`config.mk`:
```
export PLATFORM = sky130hd
export DESIGN_NAME = alu_operand_stage
export DESIGN_NICKNAME = d
export VERILOG_FILES = /design/src/rtl/alu_pkg.sv /design/src/rtl/alu_operand_stage_fwd_mux.sv /design/src/rtl/alu_operand_stage.sv
export SDC_FILE = /design/constraint.sdc
export NUM_CORES = 1
export LEC_CHECK = 0
export BUFFER_PORTS_ARGS = -buffer_cell sky130_fd_sc_hd__buf_2
export CORE_AREA = 2 2 193 195
export DETAILED_ROUTE_END_ITERATION = 10
export DIE_AREA = 0 0 195 197
export HOLD_SLACK_MARGIN = 0.02
export SYNTH_ARGS = -nofsm -noshare
export SYNTH_HDL_FRONTEND = slang
export SYNTH_SLANG_ARGS = --single-unit
```
`constraint.sdc`:
```
create_clock -name clk -period 4.5 [get_ports clk]
set_clock_uncertainty 0.2 [all_clocks]
set_input_delay 0.225 -clock clk [delete_from_list [all_inputs] [get_ports clk]]
set_output_delay 0.225 -clock clk [all_outputs]
set_load 0.01 [all_outputs]
```
`src/rtl/alu_pkg.sv`:
```
// ---------------------------------------------------------------------------
// alu_pkg
// Shared definitions for the ALU operand stage and its forwarding mux:
//   - default widths (XLEN, register index, opcode)
//   - ALU opcode encodings
//   - hazard FSM state encoding
// ---------------------------------------------------------------------------
package alu_pkg;

    localparam int XLEN_DEF      = 64;
    localparam int REG_IDX_W_DEF = 5;
    localparam int OP_W_DEF      = 3;

    // ALU opcodes. Encodings 6 and 7 are reserved and behave as ADD.
    localparam logic [2:0] OP_ADD   = 3'd0;
    localparam logic [2:0] OP_SUB   = 3'd1;
    localparam logic [2:0] OP_AND   = 3'd2;
    localparam logic [2:0] OP_OR    = 3'd3;
    localparam logic [2:0] OP_XOR   = 3'd4;
    localparam logic [2:0] OP_PASSB = 3'd5;

    // Load-use hazard tracking.
    typedef enum logic {
        ST_RUN   = 1'b0,
        ST_STALL = 1'b1
    } hz_state_e;

endpackage

```
`src/rtl/alu_operand_stage_fwd_mux.sv`:
```
// ---------------------------------------------------------------------------
// fwd_mux
// Combinational forwarding select for one source operand.
// Priority: EX/MEM (unless it is a load, whose data is not ready yet),
// then MEM/WB, then the register file. Register index 0 always reads 0.
//
// Ports:
//   src_idx_i        source register index
//   rf_val_i         register-file read data
//   exmem_*_i        EX/MEM forward source (write enable, rd, value, is_load)
//   memwb_*_i        MEM/WB forward source (write enable, rd, value)
//   fwd_val_o        resolved operand value
// ---------------------------------------------------------------------------
module fwd_mux
    import alu_pkg::*;
#(
    parameter int XLEN      = XLEN_DEF,
    parameter int REG_IDX_W = REG_IDX_W_DEF
) (
    input  logic [REG_IDX_W-1:0] src_idx_i,
    input  logic [XLEN-1:0]      rf_val_i,
    input  logic                 exmem_wr_en_i,
    input  logic [REG_IDX_W-1:0] exmem_rd_i,
    input  logic [XLEN-1:0]      exmem_val_i,
    input  logic                 exmem_is_load_i,
    input  logic                 memwb_wr_en_i,
    input  logic [REG_IDX_W-1:0] memwb_rd_i,
    input  logic [XLEN-1:0]      memwb_val_i,
    output logic [XLEN-1:0]      fwd_val_o
);

    logic idx_nonzero;
    logic exmem_hit;
    logic memwb_hit;

    assign idx_nonzero = (src_idx_i != '0);
    // A load in EX/MEM has no data yet; the hazard logic stalls instead.
    assign exmem_hit   = exmem_wr_en_i && (exmem_rd_i == src_idx_i) &&
                         idx_nonzero && !exmem_is_load_i;
    assign memwb_hit   = memwb_wr_en_i && (memwb_rd_i == src_idx_i) && idx_nonzero;

    always_comb begin
        fwd_val_o = '0;
        if (!idx_nonzero) begin
            fwd_val_o = '0;
        end else if (exmem_hit) begin
            fwd_val_o = exmem_val_i;
        end else if (memwb_hit) begin
            fwd_val_o = memwb_val_i;
        end else begin
            fwd_val_o = rf_val_i;
        end
    end

endmodule

```
`src/rtl/alu_operand_stage.sv`:
```
// ---------------------------------------------------------------------------
// alu_operand_stage
// ID/EX pipeline register feeding the EX-stage ripple-carry adder and logic
// unit. Resolves both source operands through EX/MEM and MEM/WB forwarding,
// stalls one cycle on a load-use hazard (issuing a bubble), and presents
// registered A, B, Cin, opcode, destination and load flag under a
// valid/ready handshake.
//
// Ports:
//   clk, rst_n               clock, synchronous active-low reset
//   id_valid / id_ready      ID-side handshake
//   id_op, id_is_load        decoded opcode and load flag
//   id_rs1_idx/val, id_rs2_idx/val   source indices and register-file data
//   id_use_imm, id_imm       immediate select and sign-extended immediate
//   id_rd_idx                destination register (0 = no write)
//   exmem_*, memwb_*         forwarding sources from later stages
//   flush                    branch redirect: kill held and incoming work
//   ex_valid / ex_ready      EX-side handshake
//   A, B, Cin                adder operands and carry-in
//   ex_op, ex_rd, ex_is_load registered instruction attributes
// ---------------------------------------------------------------------------
module alu_operand_stage
    import alu_pkg::*;
#(
    parameter int XLEN      = XLEN_DEF,
    parameter int REG_IDX_W = REG_IDX_W_DEF,
    parameter int OP_W      = OP_W_DEF
) (
    input  logic                 clk,
    input  logic                 rst_n,

    input  logic                 id_valid,
    output logic                 id_ready,
    input  logic [OP_W-1:0]      id_op,
    input  logic                 id_is_load,
    input  logic [REG_IDX_W-1:0] id_rs1_idx,
    input  logic [REG_IDX_W-1:0] id_rs2_idx,
    input  logic [XLEN-1:0]      id_rs1_val,
    input  logic [XLEN-1:0]      id_rs2_val,
    input  logic                 id_use_imm,
    input  logic [XLEN-1:0]      id_imm,
    input  logic [REG_IDX_W-1:0] id_rd_idx,

    input  logic                 exmem_wr_en,
    input  logic [REG_IDX_W-1:0] exmem_rd,
    input  logic [XLEN-1:0]      exmem_val,
    input  logic                 exmem_is_load,

    input  logic                 memwb_wr_en,
    input  logic [REG_IDX_W-1:0] memwb_rd,
    input  logic [XLEN-1:0]      memwb_val,

    input  logic                 flush,

    input  logic                 ex_ready,
    output logic                 ex_valid,
    output logic [XLEN-1:0]      A,
    output logic [XLEN-1:0]      B,
    output logic                 Cin,
    output logic [OP_W-1:0]      ex_op,
    output logic [REG_IDX_W-1:0] ex_rd,
    output logic                 ex_is_load
);

    // ------------------------------------------------------------------
    // Forwarding: one mux per source operand
    // ------------------------------------------------------------------
    logic [XLEN-1:0]      fwd_val [2];
    logic [REG_IDX_W-1:0] src_idx [2];
    logic [XLEN-1:0]      rf_val  [2];

    assign src_idx[0] = id_rs1_idx;
    assign src_idx[1] = id_rs2_idx;
    assign rf_val[0]  = id_rs1_val;
    assign rf_val[1]  = id_rs2_val;

    generate
        for (genvar gi = 0; gi < 2; gi++) begin : g_fwd
            fwd_mux #(
                .XLEN      (XLEN),
                .REG_IDX_W (REG_IDX_W)
            ) u_fwd_mux (
                .src_idx_i       (src_idx[gi]),
                .rf_val_i        (rf_val[gi]),
                .exmem_wr_en_i   (exmem_wr_en),
                .exmem_rd_i      (exmem_rd),
                .exmem_val_i     (exmem_val),
                .exmem_is_load_i (exmem_is_load),
                .memwb_wr_en_i   (memwb_wr_en),
                .memwb_rd_i      (memwb_rd),
                .memwb_val_i     (memwb_val),
                .fwd_val_o       (fwd_val[gi])
            );
        end
    endgenerate

    // ------------------------------------------------------------------
    // Load-use hazard and handshake
    // ------------------------------------------------------------------
    hz_state_e state_q;

    logic ex_valid_q;
    logic ex_free;
    logic hazard;
    logic stall;
    logic load_en;

    assign ex_free = !ex_valid_q || ex_ready;

    // rs2 is only a real dependency when the immediate is not selected.
    assign hazard = id_valid && exmem_is_load && exmem_wr_en &&
                    (exmem_rd != '0) &&
                    ((exmem_rd == id_rs1_idx) ||
                     ((exmem_rd == id_rs2_idx) && !id_use_imm));

    // STALL persists only while the owed bubble cannot yet be issued
    // because EX is still holding its previous instruction.
    assign stall   = hazard || ((state_q == ST_STALL) && !ex_free);
    assign load_en = ex_free && !stall;
    assign id_ready = rst_n && load_en;

    // ------------------------------------------------------------------
    // Operand mapping onto the adder inputs
    // ------------------------------------------------------------------
    logic [XLEN-1:0] op_b;
    logic [XLEN-1:0] a_d;
    logic [XLEN-1:0] b_d;
    logic            cin_d;

    assign op_b = id_use_imm ? id_imm : fwd_val[1];

    always_comb begin
        a_d   = fwd_val[0];
        b_d   = op_b;
        cin_d = 1'b0;
        case (id_op)
            OP_W'(OP_SUB): begin
                // A - B == A + ~B + 1
                b_d   = ~op_b;
                cin_d = 1'b1;
            end
            OP_W'(OP_PASSB): begin
                a_d = '0;
            end
            default: begin
                // ADD, AND, OR, XOR and the reserved encodings share the
                // straight mapping; the logic unit reads A/B directly.
                a_d   = fwd_val[0];
                b_d   = op_b;
                cin_d = 1'b0;
            end
        endcase
    end

    // ------------------------------------------------------------------
    // Output registers and hazard FSM
    // ------------------------------------------------------------------
    logic [XLEN-1:0]      a_q;
    logic [XLEN-1:0]      b_q;
    logic                 cin_q;
    logic [OP_W-1:0]      op_q;
    logic [REG_IDX_W-1:0] rd_q;
    logic                 is_load_q;

    always_ff @(posedge clk) begin
        if (!rst_n) begin
            state_q    <= ST_RUN;
            ex_valid_q <= 1'b0;
            a_q        <= '0;
            b_q        <= '0;
            cin_q      <= 1'b0;
            op_q       <= '0;
            rd_q       <= '0;
            is_load_q  <= 1'b0;
        end else if (flush) begin
            // Redirect kills both the held and the incoming instruction.
            // Data registers are left stale; ex_valid guards them.
            state_q    <= ST_RUN;
            ex_valid_q <= 1'b0;
        end else begin
            state_q <= stall ? ST_STALL : ST_RUN;
            if (load_en) begin
                ex_valid_q <= id_valid;
                if (id_valid) begin
                    a_q       <= a_d;
                    b_q       <= b_d;
                    cin_q     <= cin_d;
                    op_q      <= id_op;
                    rd_q      <= id_rd_idx;
                    is_load_q <= id_is_load;
                end
            end else if (ex_free) begin
                // Stalled with EX free: issue the bubble.
                ex_valid_q <= 1'b0;
            end
        end
    end

    assign ex_valid   = ex_valid_q;
    assign A          = a_q;
    assign B          = b_q;
    assign Cin        = cin_q;
    assign ex_op      = op_q;
    assign ex_rd      = rd_q;
    assign ex_is_load = is_load_q;

endmodule
```
# --- After elaboration in Yosys (flattened, before gate mapping) ---
# Cells that the tools add are included.
# Widths: inputs -> output; s select.
totals:
  regBits: 140
  inputBits: 358
  out_inout_bits: 140
  wordCells: 62
classes:
  eq_ne: 6
  mux: 13
  bitwise_logic: 3
  n_reduce_logical: 32
op_table:
  columns: ["cell", "n"]
  rows:
  - ["$mux 64", 9]
  - ["$not 64->64", 1]
  - ["$eq 5x5->1", 4]
  - ["$logic_and 1x1->1", 18]
  - ["$reduce_bool 5->1", 3]
  - ["$logic_not 1->1", 5]
  - ["$mux 1", 4]
  - ["$eq 3x1->1 const B", 1]
  - ["$eq 3x3->1 const B", 1]
  - ["$logic_or 1x1->1", 3]
  - ["$reduce_and 3->1", 1]
  - ["$not 1->1", 2]
  - ["$reduce_bool 2->1", 1]
  - ["$reduce_or 2->1", 1]

# --- Longest topological paths before layout ---
logic_depth:
  word_depth: 9
  ltp_mapped: 9
  depth_no_buf: 6

# --- Cells and area by module ---
# Synthesis repeated with hierarchy kept, for this count alone.
hier_totals:
  hier_cells: 1389
  hier_area_um2: 9970.8
modules_own_cells:
  columns: ["mod", "instances", "cells_each", "area_each_um2", "seq_area_each_um2"]
  rows:
  - ["alu_operand_stage", 1, 769, 6960.4, 2782.7]
  - ["fwd_mux", 2, 310, 1505.2, 0.0]

# --- Worst setup path after synthesis ---
# OpenSTA, ideal clock, no wires.
synth_timing:
  path_kind: "input-to-reg"
  startpoint: "input port id_rs2_idx[0]"
  endpoint: "register b_q[12] (netlist: B[12])"
  setup_ns: 0.122
  arrival_ns: 1.935
  t_required_ns: 4.178
  setup_slack_ns: 2.243
  cell_stages: 9
  path_buffers: 3
  cell_sequence: "buf_2 > xnor2_1 > nand3_2 > nor3_1 > o21a_1 > buf_2 > buf_1 > nor3_1 > a221o_1"
synth_via:
  elab_chain_len: 9
  word_cells_on_any_way: 21
  cone_classes: "eq/ne: 2; mux: 5; bitwise: 1; reduce/logical: 13"
synth_lines:
  columns: ["item", "line_no", "source"]
  rows:
  - ["start, declared", "alu_operand_stage.sv:37", "input logic [REG_IDX_W-1:0] id_rs2_idx,"]
  - ["$eq 5x5->1 (on tied branches)", "alu_operand_stage_fwd_mux.sv:40, alu_operand_stage_fwd_mux.sv:38, alu_operand_stage.sv:114", null]
  - ["$logic_and 1x1->1 (on tied branches) (2 in a row)", "alu_operand_stage_fwd_mux.sv:40, alu_operand_stage_fwd_mux.sv:38", null]
  - ["$mux 64 or $logic_and 1x1->1 (tied branches)", "alu_operand_stage_fwd_mux.sv:48, alu_operand_stage_fwd_mux.sv:39", null]
  - ["$mux 64", "alu_operand_stage_fwd_mux.sv:46", "end else if (exmem_hit) begin"]
  - ["$mux 64", "alu_operand_stage_fwd_mux.sv:44", "if (!idx_nonzero) begin"]
  - ["$mux 64", "alu_operand_stage.sv:130", "assign op_b = id_use_imm ? id_imm : fwd_val[1];"]
  - ["$not 64->64", "alu_operand_stage.sv:139", "b_d = ~op_b;"]
  - ["$mux 64", "alu_operand_stage.sv:136", "case (id_op)"]
  - ["end signal, assigned", "alu_operand_stage.sv:170", "b_q <= '0;"]
  - ["end signal, assigned", "alu_operand_stage.sv:186", "b_q <= b_d;"]
  - ["end, declared", "alu_operand_stage.sv:159", "logic [XLEN-1:0] b_q;"]
# Several ways; a longest one is shown, not always the timed one.
# A chain may end at the register's enable or synchronous reset.

# --- Worst setup path in the final report ---
layout_timing:
  startpoint: "input port id_op[2]"
  endpoint: "register b_q[35] (netlist: B[35])"
layout_via:
  elab_chain_len: 2
layout_lines:
  columns: ["item", "line_no", "source"]
  rows:
  - ["start, declared", "alu_operand_stage.sv:34", "input logic [OP_W-1:0] id_op,"]
  - ["$eq 3x1->1", "alu_operand_stage.sv:136", null]
  - ["$mux 64", "alu_operand_stage.sv:136", null]
# No other way between the ends.

==> impl_summary.md <==
Route
The first routing iteration left ~740 violations. In the routed design, unresolved DRC markers number 0. The routed length per instance is roughly 20 um.

The routed layout has 12,300 vias. The iteration count of the initial detailed-routing pass is 7. The detail-routed via count per cell is 5.38.

In this run the remaining antenna-violating nets after routing total 0. The final layout contains routed wiring with a total length of 45,500 um.

GRT
For met3 alone, demand over resource in global routing was around 4.6%. The first global-routing pass estimated around 70,000 um of wire. The global-route layer with the greatest usage is met2. Summed over all layers, the global routing overflow is 0. The total global routing track utilization is 22.9%. The maximum number of pins on one net before global-route repair is approximately 130. The number of antenna violations at the first check in global routing was 6. Global routing consumed, on the met1 layer, 28.5% of the routing resources.

The number of global-route vias before repair is between 10,000 and 15,000. The met2 demand-to-capacity share in global routing is 39.5%.

Cells and area
The number of fillers in the final layout is 3,624. The multi-input combinational cells in the finished layout cover a total of 7270 sq um. The fraction of final layout cells sized beyond drive strength 1 is 31.7%.

The number of nets in the final layout is 2,161. The sequential cells in the finished layout cover a total of 2780 sq um. The area growth from synthesis to layout is 42.9%.

STA
Measured against its own limit, the worst slew margin works out to 34.2%. Based on the critical path, the design can be clocked at up to 352 MHz. Setup repair after global routing left no endpoint under its margin. Setup violations remaining at the end of the flow were counted as 0. The total count of max-transition violations in the final report is 0.

The slew of the pin with the lowest slew margin is 987 ps. The final cycle utilization of the critical path is 63.1%. Adding up every negative setup slack in the final design gives 0 ps.

The hold violation total from the final report came to 0. The smallest clock period supported by the final layout is computed as 2840 ps.

Die
The x dimension of the die is between 150 and 200 um. The total I/O pin count is 498. The floorplan step defined a die boundary enclosing 38,400 sq um. The starting density of the core is 29.3%. The die height is ~200 um. In this run the core area contains 70 standard-cell rows. The placeable core region is 36,300 sq um.

Logic synthesis
Synthesis instantiated 41 different standard cells from the library. The sequential area share after synthesis is 26.2%. In the synthesized netlist the async set-or-reset flop fraction comes to 0%. The fraction of synthesized cell area taken by the top area cell type is roughly a quarter. The cell taking the most area after synthesis is sky130_fd_sc_hd__dfxtp_1.

The Yosys step of the flow raised 0 warnings. The number of standard cells after synthesis is between 1,000 and 1,500. The average instance in the mapped netlist occupies 8.32 sq um. The netlist area before placement is between 10,000 and 15,000 sq um. The number of nets in the synthesized netlist is 1,636. In the post-synthesis netlist, the biggest area contributors are sky130_fd_sc_hd__dfxtp_1, sky130_fd_sc_hd__mux2i_1, sky130_fd_sc_hd__nand2_1. The number of synthesized register bits is between 100 and 150.

In the synthesized netlist the dominant register cell turns out to be sky130_fd_sc_hd__dfxtp_1. The synthesized design contains 0 enable-type register cells.

Worst setup path
In this run the worst setup path begins at id_op[2]. The critical path is of the in -> reg type. Across all register-to-register paths, the minimum setup slack is 1950 ps. The critical path capture point type is a flop. Of all nets on the critical path, the largest fanout is 28. STA puts the critical path data arrival time at 3030 ps. The critical path launch point type is an input pin. The worst register-to-register path begins at ex_valid. At the worst endpoint, the required time is 4690 ps.

Power and ir drop
The analysis attributes to cell leakage a power of 0.00653 uW. The total power is 3780 uW. In this run the power density over the cells is 249 nW/um^2. Across the VDD grid, the largest voltage drop is 0.000256 V.

Clock network
The post-cts sizing count is 0. The clock tree from TritonCTS is yes. The cell chosen for the clock root is sky130_fd_sc_hd__clkbuf_16. The maximum buffer depth of the clock tree is 2. The clock transition at the register clock pins on the worst setup and hold paths after CTS is around 60 ps. The number of clock buffers added by TritonCTS is 17. The later-pin clock latency in the skew report is 440 ps. The clock sink count is 139.

The maximum level of the CTS H-tree is 4.

Min path
The startpoint identified for the worst hold timing path is id_rs1_val[34]. The tightest min-delay check is of the in -> reg type.

Placed design
The congestion estimate from routability-driven global placement came to 0.845. The total of buffers placed on input and output ports is about 500. After legalization and detailed placement, the total HPWL measured roughly 31,000 um.

Status
The flow ran to the end, and the final reports show no timing, DRC or antenna violations.

Run
Max-cap violations in this run came to 0.
## repair_timing
| action | in CTS | in global routing |
|---|---|---|
| setup buffers | 0 | 0 |
| hold endpoints to repair | 71 | 0 |
| hold buffers | 124 | 0 |
## state kept, by name, indices dropped and copies added (netlist names)
signal	count
ex_op	3
ex_is_load	1
Cin	1
ex_rd	5
A	64
B	64
ex_valid	1
## stage by stage
stage	cells	hold WS, ps	cell area [sq um]	util, %	worst slack (ps)
2_1_floorplan	1278	163	10600	-	2240
3_3_place_gp	2128	256	13400	36.9	1260
3_5_place_dp	2128	260	13400	36.9	1250
4_1_cts	2284	21.1	15200	41.9	1690
5_1_grt	2288	33.4	15200	41.9	1470
6_report	2288	35.9	15200	41.9	1660
## cells by family after synthesis
logic type | count (synthesis) | synth area share, %
AOI/OAI and AO/OA | 350 | 24.3
muxes | 254 | 23.9
buffers and inverters | 144 | 6.08
DFF | 139 | 26.2
and+or+nand+nor | 307 | 12.7
xor gates and xnor gates | 84 | 6.92
## final timing paths
check | endpoint | cells past startpoint
hold reg to reg | A[30] | 1
setup / recovery | B[35] | 8
setup reg to reg | B[34] | 6
hold / removal | A[34] | 4
## power by group
part	internal, uW	total [uW]	switching, uW
clock	814	1440	623
combinational	495	1000	506
sequential	1300	1340	41.3
total	2610	3780	1170
## final cells by class
type                    instances  share of cell area (%)
multi-input cells             995                    47.9
flip-flops and latches        139                    18.3
inverters                       2                  0.0494
diodes                          4                  0.0659
well taps                     468                    3.85
clock buffers                  21                    3.16
repair buffers                648                    26.1
clock inverters                11                   0.618
## cell usage in the layout (no fill, tap or decap), types with 12 or more instances in the layout
master	synthesis	layout
sky130_fd_sc_hd__a21oi_1	14	13
sky130_fd_sc_hd__a221o_1	64	64
sky130_fd_sc_hd__a221oi_1	64	64
sky130_fd_sc_hd__a22o_1	64	64
sky130_fd_sc_hd__buf_2	43	496
sky130_fd_sc_hd__buf_4	0	26
sky130_fd_sc_hd__clkbuf_16	0	17
sky130_fd_sc_hd__dfxtp_1	139	139
sky130_fd_sc_hd__dlygate4sd3_1	0	124
sky130_fd_sc_hd__mux2i_1	254	254
sky130_fd_sc_hd__nand2_1	199	199
sky130_fd_sc_hd__nand3_1	12	12
sky130_fd_sc_hd__nor3_1	67	66
sky130_fd_sc_hd__o21ai_0	138	138
sky130_fd_sc_hd__xnor2_1	82	82
## routing by layer
layer / up-vias / wire length (um)
li1: 5816 / -
met1: 5846 / 18700
met2: 587 / 22400
met3: 67 / 3320
met4: 2 / 1020
met5: - / 13
## critical path, cell delays in order
cell	delay, ps
sky130_fd_sc_hd__dlygate4sd3_1	540
sky130_fd_sc_hd__buf_2	150
sky130_fd_sc_hd__nor3b_1	660
sky130_fd_sc_hd__o31a_2	560
sky130_fd_sc_hd__buf_4	430
sky130_fd_sc_hd__nand2_1	100
sky130_fd_sc_hd__mux2i_1	170
sky130_fd_sc_hd__a221o_1	150
## cell usage after synthesis (2+ instances only)
cell type / n
sky130_fd_sc_hd__clkbuf_1: 81
sky130_fd_sc_hd__nor4_1: 4
sky130_fd_sc_hd__or2_2: 2
sky130_fd_sc_hd__buf_2: 43
sky130_fd_sc_hd__a22o_1: 64
sky130_fd_sc_hd__o21ai_0: 138
sky130_fd_sc_hd__a21oi_1: 14
sky130_fd_sc_hd__nor2_1: 6
sky130_fd_sc_hd__mux2i_1: 254
sky130_fd_sc_hd__xor2_1: 2
sky130_fd_sc_hd__nand2_1: 199
sky130_fd_sc_hd__dfxtp_1: 139
sky130_fd_sc_hd__nand2b_1: 3
sky130_fd_sc_hd__inv_1: 2
sky130_fd_sc_hd__nor3_1: 67
sky130_fd_sc_hd__a221o_1: 64
sky130_fd_sc_hd__buf_1: 11
sky130_fd_sc_hd__a221oi_1: 64
sky130_fd_sc_hd__xnor2_1: 82
sky130_fd_sc_hd__buf_6: 7
sky130_fd_sc_hd__nand3_1: 12
Note: power is estimated with default switching activity, not from simulation.
